## src/rtl/loader_pkg.sv

```systemverilog
// Shared types for the program loader: FSM state encoding and error codes.
package loader_pkg;

  typedef enum logic [3:0] {
    IDLE,
    LEN_HI,
    LEN_LO,
    DATA_HI,
    DATA_LO,
    WRITE,
    VERIFY,
    DRAIN,
    CHECK,
    FAIL
  } state_t;

  localparam logic [1:0] ERR_NONE     = 2'd0;
  localparam logic [1:0] ERR_ZERO_LEN = 2'd1;
  localparam logic [1:0] ERR_TOO_LONG = 2'd2;
  localparam logic [1:0] ERR_CHECKSUM = 2'd3;

endpackage

```

## src/rtl/byte_packer.sv

```systemverilog
// Two-byte to 16-bit word assembler, high byte first. The word is presented
// combinationally in the cycle the low byte transfers, so the owner can act
// on it in the same cycle (used for both the length field and payload words).
module byte_packer (
  input  logic        i_clk,
  input  logic        i_rst,
  input  logic        i_clear,
  input  logic        i_valid,
  input  logic        i_ready,
  input  logic [7:0]  i_byte,
  output logic        o_valid,
  output logic [15:0] o_word
);

  logic       w_xfer;
  logic       r_phase;
  logic [7:0] r_hi;

  assign w_xfer  = i_valid & i_ready;
  assign o_valid = w_xfer & r_phase;
  assign o_word  = {r_hi, i_byte};

  // Latch the high byte and toggle the hi/lo phase on every accepted byte.
  always_ff @(posedge i_clk or posedge i_rst) begin
    if (i_rst) begin
      r_phase <= 1'b0;
      r_hi    <= 8'h00;
    end else if (i_clear) begin
      r_phase <= 1'b0;
      r_hi    <= 8'h00;
    end else if (w_xfer) begin
      if (!r_phase) r_hi <= i_byte;
      r_phase <= ~r_phase;
    end
  end

endmodule

```

## src/rtl/program_loader.sv

```systemverilog
// Program loader: receives a length-prefixed byte stream, writes the packed
// words to instruction memory from address 0, then reads them all back and
// compares XOR checksums. All outputs are registered.
//
// state   | meaning
// IDLE    | waiting for start, no bytes accepted
// LEN_HI  | accepting length high byte
// LEN_LO  | accepting length low byte, range check
// DATA_HI | accepting payload word high byte
// DATA_LO | accepting payload word low byte
// WRITE   | single write cycle to memory
// VERIFY  | issuing read addresses 0..N-1
// DRAIN   | collecting the last read word
// CHECK   | comparing checksums, reporting result
// FAIL    | reporting a length error
module program_loader #(
  parameter int ADDR_W    = 12,
  parameter int MAX_WORDS = 16
) (
  input  logic              clk,
  input  logic              rst,
  input  logic              start,
  input  logic [7:0]        byte_in,
  input  logic              byte_valid,
  output logic              byte_ready,
  output logic              we_im,
  output logic [ADDR_W-1:0] add_im,
  output logic [15:0]       data_im_in,
  input  logic [15:0]       out_im,
  output logic              busy,
  output logic              done,
  output logic              error,
  output logic [1:0]        err_code
);

  import loader_pkg::*;

  localparam logic [15:0] MAX_N = 16'(MAX_WORDS);

  state_t r_state, w_state_nxt;

  // r_addr counts writes during loading and doubles as "next read address"
  // during verify, so r_addr==1 in VERIFY marks the first issue cycle.
  logic [15:0]       r_len, w_len_nxt;
  logic [15:0]       r_addr, w_addr_nxt;
  logic [15:0]       r_wsum, w_wsum_nxt;
  logic [15:0]       r_rsum, w_rsum_nxt;
  logic              r_we, w_we_nxt;
  logic [ADDR_W-1:0] r_add, w_add_nxt;
  logic [15:0]       r_data, w_data_nxt;
  logic              r_ready, w_ready_nxt;
  logic              r_busy, w_busy_nxt;
  logic              r_done, w_done_nxt;
  logic              r_error, w_error_nxt;
  logic [1:0]        r_err, w_err_nxt;

  logic              w_xfer;
  logic              w_clear;
  logic              w_pk_valid;
  logic [15:0]       w_pk_word;

  assign w_xfer  = byte_valid & r_ready;
  assign w_clear = (r_state == IDLE) & start;

  byte_packer u_packer (
    .i_clk   (clk),
    .i_rst   (rst),
    .i_clear (w_clear),
    .i_valid (byte_valid),
    .i_ready (r_ready),
    .i_byte  (byte_in),
    .o_valid (w_pk_valid),
    .o_word  (w_pk_word)
  );

  // State register.
  always_ff @(posedge clk or posedge rst) begin
    if (rst) r_state <= IDLE;
    else     r_state <= w_state_nxt;
  end

  // Next-state, datapath and next-output decode.
  always_comb begin
    w_state_nxt = r_state;
    w_len_nxt   = r_len;
    w_addr_nxt  = r_addr;
    w_wsum_nxt  = r_wsum;
    w_rsum_nxt  = r_rsum;
    w_we_nxt    = 1'b0;
    w_add_nxt   = r_add;
    w_data_nxt  = r_data;
    w_ready_nxt = r_ready;
    w_busy_nxt  = r_busy;
    w_done_nxt  = r_done;
    w_error_nxt = r_error;
    w_err_nxt   = r_err;
    case (r_state)
      IDLE: begin
        if (start) begin
          w_done_nxt  = 1'b0;
          w_error_nxt = 1'b0;
          w_err_nxt   = ERR_NONE;
          w_busy_nxt  = 1'b1;
          w_ready_nxt = 1'b1;
          w_state_nxt = LEN_HI;
        end
      end
      LEN_HI: begin
        if (w_xfer) w_state_nxt = LEN_LO;
      end
      LEN_LO: begin
        if (w_pk_valid) begin
          w_len_nxt = w_pk_word;
          if (w_pk_word == 16'd0 || w_pk_word > MAX_N) begin
            w_ready_nxt = 1'b0;
            w_state_nxt = FAIL;
          end else begin
            w_addr_nxt  = 16'd0;
            w_wsum_nxt  = 16'd0;
            w_state_nxt = DATA_HI;
          end
        end
      end
      DATA_HI: begin
        if (w_xfer) w_state_nxt = DATA_LO;
      end
      DATA_LO: begin
        if (w_pk_valid) begin
          w_ready_nxt = 1'b0;
          w_we_nxt    = 1'b1;
          w_add_nxt   = r_addr[ADDR_W-1:0];
          w_data_nxt  = w_pk_word;
          w_state_nxt = WRITE;
        end
      end
      WRITE: begin
        w_wsum_nxt = r_wsum ^ r_data;
        if (r_addr + 16'd1 == r_len) begin
          w_addr_nxt  = 16'd1;
          w_add_nxt   = '0;
          w_rsum_nxt  = 16'd0;
          w_state_nxt = VERIFY;
        end else begin
          w_addr_nxt  = r_addr + 16'd1;
          w_ready_nxt = 1'b1;
          w_state_nxt = DATA_HI;
        end
      end
      VERIFY: begin
        if (r_addr != 16'd1) w_rsum_nxt = r_rsum ^ out_im;
        if (r_addr == r_len) begin
          w_state_nxt = DRAIN;
        end else begin
          w_add_nxt  = r_addr[ADDR_W-1:0];
          w_addr_nxt = r_addr + 16'd1;
        end
      end
      DRAIN: begin
        w_rsum_nxt  = r_rsum ^ out_im;
        w_state_nxt = CHECK;
      end
      CHECK: begin
        if (r_rsum == r_wsum) begin
          w_done_nxt = 1'b1;
        end else begin
          w_error_nxt = 1'b1;
          w_err_nxt   = ERR_CHECKSUM;
        end
        w_busy_nxt  = 1'b0;
        w_state_nxt = IDLE;
      end
      FAIL: begin
        w_error_nxt = 1'b1;
        w_err_nxt   = (r_len == 16'd0) ? ERR_ZERO_LEN : ERR_TOO_LONG;
        w_busy_nxt  = 1'b0;
        w_state_nxt = IDLE;
      end
      default: begin
        w_state_nxt = IDLE;
      end
    endcase
  end

  // Datapath and output registers; reset drops we_im immediately.
  always_ff @(posedge clk or posedge rst) begin
    if (rst) begin
      r_len   <= 16'd0;
      r_addr  <= 16'd0;
      r_wsum  <= 16'd0;
      r_rsum  <= 16'd0;
      r_we    <= 1'b0;
      r_add   <= '0;
      r_data  <= 16'd0;
      r_ready <= 1'b0;
      r_busy  <= 1'b0;
      r_done  <= 1'b0;
      r_error <= 1'b0;
      r_err   <= ERR_NONE;
    end else begin
      r_len   <= w_len_nxt;
      r_addr  <= w_addr_nxt;
      r_wsum  <= w_wsum_nxt;
      r_rsum  <= w_rsum_nxt;
      r_we    <= w_we_nxt;
      r_add   <= w_add_nxt;
      r_data  <= w_data_nxt;
      r_ready <= w_ready_nxt;
      r_busy  <= w_busy_nxt;
      r_done  <= w_done_nxt;
      r_error <= w_error_nxt;
      r_err   <= w_err_nxt;
    end
  end

  assign byte_ready = r_ready;
  assign we_im      = r_we;
  assign add_im     = r_add;
  assign data_im_in = r_data;
  assign busy       = r_busy;
  assign done       = r_done;
  assign error      = r_error;
  assign err_code   = r_err;

endmodule

```

## config.mk

```make
export PLATFORM = sky130hd
export DESIGN_NAME = program_loader
export DESIGN_NICKNAME = d
export VERILOG_FILES = /design/src/rtl/loader_pkg.sv /design/src/rtl/byte_packer.sv /design/src/rtl/program_loader.sv
export SDC_FILE = /design/constraint.sdc
export NUM_CORES = 1
export LEC_CHECK = 0
export ABC_AREA = 1
export CAP_MARGIN = 20
export CORE_MARGIN = 2
export CORE_UTILIZATION = 50
export CTS_CLUSTER_DIAMETER = 120
export DETAILED_ROUTE_END_ITERATION = 10
export PLACE_DENSITY_LB_ADDON = 0.08
export SETUP_SLACK_MARGIN = 0.1
export SKIP_CTS_REPAIR_TIMING = 1
export SYNTH_ARGS = -nofsm -noshare
export SYNTH_HDL_FRONTEND = slang
export SYNTH_SLANG_ARGS = --single-unit
```

## constraint.sdc

```tcl
create_clock -name clk -period 4.75 [get_ports clk]
set_input_delay 1.1875 -clock clk [delete_from_list [all_inputs] [get_ports clk]]
set_output_delay 1.1875 -clock clk [all_outputs]
set_load 0.02 [all_outputs]
```

==> results.sh <==
export IMPL_fill_cells=1202
export IMPL_grt_pass1_vias=5710
export IMPL_syn_num_nets=902
export IMPL_gp_congestion=0.936
export IMPL_cts_tree="yes"
export IMPL_port_buffers=62
export IMPL_route_detailed_drc=0
export IMPL_dieHeight_um=117
export IMPL_r2r_slack_ns=1.81
export IMPL_synthCells=872
export IMPL_relSlewSlack_pct=34.8
export IMPL_multi_input_area_um2=3050
export IMPL_synth_distinct_cells=33
export IMPL_peakVddDrop_uv=322
export IMPL_synth_fa_ha_area_share_pct=0.389
export IMPL_register_area_um2=2800
export IMPL_top_level_ports=63
export IMPL_hold_violations=0
export IMPL_syn_area_um2=6430
export IMPL_clock_skew_final_ns=0.00895
export IMPL_die_area_um2=13800
export IMPL_ys_seq_area_share_pct=43.6
export IMPL_max_slew_worst_pin_slew_ns=0.974
export IMPL_required_ns=4.95
export IMPL_synthSimpleGateAreaFrac_pct=33.2
export IMPL_root_buffer="clkbuf_16"
export IMPL_synth_seq_cells=112
export IMPL_rsz0062_at_grt="no"
export IMPL_layout_setup_ws_ns=1.65
export IMPL_critPathKind="in2reg"
export IMPL_h_tree_depth=3
export IMPL_grt_start_max_net_pins=61
export IMPL_fp_row_count=41
export IMPL_status="finished, final reports clean"
export IMPL_cts_buffer_depth=2
export IMPL_drt_pre_antenna_iters=6
export IMPL_wirelength_mm=17.3
export IMPL_grt_usage_pct=26.0
export IMPL_cts_sinks=112
export IMPL_stdcell_count=1101
export IMPL_drive_gt1_share_pct=8.83
export IMPL_reg2reg_from="r_addr[4]"
export IMPL_hold_start="err_code[1]"
export IMPL_numCtsBuffers=9
export IMPL_path_clk_slew_ns=0.07
export IMPL_fin_crit_ns=3.10
export IMPL_die_w_um=117
export IMPL_slew_viol_final=0
export IMPL_syn_area_per_cell_um2=7.38
export IMPL_hold_class="reg2reg"
export IMPL_nNetsFinal=954
export IMPL_synth_top_family_by_area="simple AND/OR/NAND/NOR gates"
export IMPL_ant_nets=0
export IMPL_synth_xor_area_share_pct=4.77
export IMPL_via_per_inst=5.28
export IMPL_clk_latency_ns=0.36
export IMPL_drt_iter0_drc=486
export IMPL_fmax_mhz=323
export IMPL_dp_slack_ns=1.31
export IMPL_startpoint="byte_in[0]"
export IMPL_start_util_pct=51.2
export IMPL_cp_end_kind="flip-flop"
export IMPL_antenna_cells=0
export IMPL_grt_pass1_wl_mm=28.5
export IMPL_synth_compound_area_share_pct=9.04
export IMPL_dp_cells=1084
export IMPL_avgRoutedWirePerCell_um=15.7
export IMPL_setup_viol=0
export IMPL_startpoint_type="primary input"
export IMPL_grt_overflow=0
export IMPL_synthMuxAreaShare_pct=0
export IMPL_crit_arrival_ns=3.30
export IMPL_yosysWarnings=0
export IMPL_via_count=5809
export IMPL_cp_max_fo=13
export IMPL_max_cap_viol_count=0
export IMPL_syn2layout_area_growth_pct=15.7
export IMPL_antenna_found_initial=0
export IMPL_tns_ns=0
export IMPL_hpwl_mm=13.4
export IMPL_finalCritPeriodShare_pct=65.2
export IMPL_coreArea_um2=12600
export IMPL_p_per_area_nw_per_um2=555
export IMPL_p_leak_uw=0.00364
[per-stage QoR]
step | hold slack (ns) | instance area [µm²] | util, % | total power, µW
CTS | 0.481 | 7430 | 59.1 | 4140
global placement | 0.461 | 7150 | 56.9 | 3360
floorplan | 0.474 | 6430 | - | 2810
finish | 0.480 | 7440 | 59.2 | 4130
global route | 0.521 | 7440 | 59.2 | 4460
detailed placement | 0.465 | 7150 | 56.9 | 3400
[final timing paths]
| kind | end | depth (start not counted) |
|---|---|---|
| max | r_wsum[10] | 11 |
| min in group asynchronous | data_im_in[2] | 2 |
| min | err_code[1] | 2 |
| max in group asynchronous | r_wsum[10] | 3 |
| min reg2reg | err_code[1] | 2 |
| max reg2reg | add_im[10] | 10 |
[area by class of cell]
type,count,share of cell area (%)
inverters,116,5.89
multi-input cells,619,41.0
flip-flops and latches,112,37.7
repair buffers,66,8.74
clock inverters,6,0.706
clock buffers,10,3.08
well taps,172,2.89
[power by group]
part	internal (µW)	switching (µW)	total, µW
registers	1260	355	1610
clock network	364	370	735
logic	724	1060	1780
total	2350	1780	4130
[flip-flops by register name (all words and copies together) (netlist names), 2 cells and up]
| name | flops |
|---|---|
| data_im_in | 16 |
| r_rsum | 16 |
| u_packer.r_hi | 8 |
| r_len | 16 |
| r_wsum | 16 |
| r_state | 4 |
| err_code | 2 |
| add_im | 12 |
| r_addr | 16 |
[worst max-delay path, stage by stage]
cell	delay [ns]
clkdlybuf4s50_1	0.42
nor2_1	0.17
nand4_1	0.11
nand2_1	0.13
nand3_1	0.08
nand2_1	0.13
nand2_1	0.16
nor2_1	0.34
inv_1	0.32
nand2_1	0.14
o21ai_0	0.10
[cell usage in the layout (no fill, tap or decap), types with 2 or more instances in the layout]
| cell | synthesis | layout |
|---|---|---|
| nand2_1 | 260 | 260 |
| dfrtp_1 | 112 | 112 |
| inv_1 | 105 | 104 |
| nor2_1 | 73 | 73 |
| nand3_1 | 71 | 71 |
| clkdlybuf4s50_1 | 0 | 62 |
| o21ai_0 | 42 | 42 |
| a21oi_1 | 31 | 31 |
| nand4_1 | 26 | 26 |
| xnor2_1 | 25 | 25 |
| or2_2 | 17 | 17 |
| o21ai_2 | 16 | 16 |
| inv_2 | 10 | 10 |
| xor2_1 | 10 | 10 |
| o21ai_1 | 10 | 10 |
| clkbuf_16 | 0 | 9 |
| nor3_1 | 8 | 7 |
| nor2_4 | 4 | 4 |
| nor2_2 | 4 | 4 |
| nor4_1 | 4 | 4 |
| buf_4 | 4 | 4 |
| nand2_2 | 3 | 3 |
| nand2_4 | 3 | 3 |
| o22ai_1 | 3 | 3 |
| nor3_2 | 1 | 2 |
| nand3b_1 | 2 | 2 |
| ha_1 | 2 | 2 |
| clkinvlp_4 | 0 | 2 |
| clkinv_4 | 0 | 2 |
[Yosys cell counts (all sizes together)]
master	count	share of area [%]
nor4	4	0.39
or2	17	1.7
inv	115	6.7
clkbuf	11	0.64
nand2	266	16
nand4	26	2.5
nand3	73	6.0
o22ai	3	0.29
nand3b	2	0.23
nor2	82	5.7
ha	2	0.39
o21bai	1	0.12
xnor2	25	3.4
nor3	9	0.78
a21oi	31	2.4
o21ai	68	6.2
buf	14	1.6
xor2	10	1.4
clkinv	1	0.058
dfrtp	112	44
[kinds of logic after synthesis]
| family | Yosys count |
|---|---|
| fa+ha+maj | 2 |
| buf+inv | 141 |
| flops | 112 |
| xor+xnor | 35 |
| compound gates | 103 |
| simple gates | 479 |
[routing by layer]
layer	vias up	GRT usage, %	part of all wire (%)	routed length (µm)
li1	2873	-	-	-
met1	2727	33.4	43	7480
met2	168	43.7	49	8470
met3	41	4.28	4.2	728
met4	0	10.8	3.4	582
met5	-	0	0	0
No activity file was read; power rests on OpenSTA's default activity.
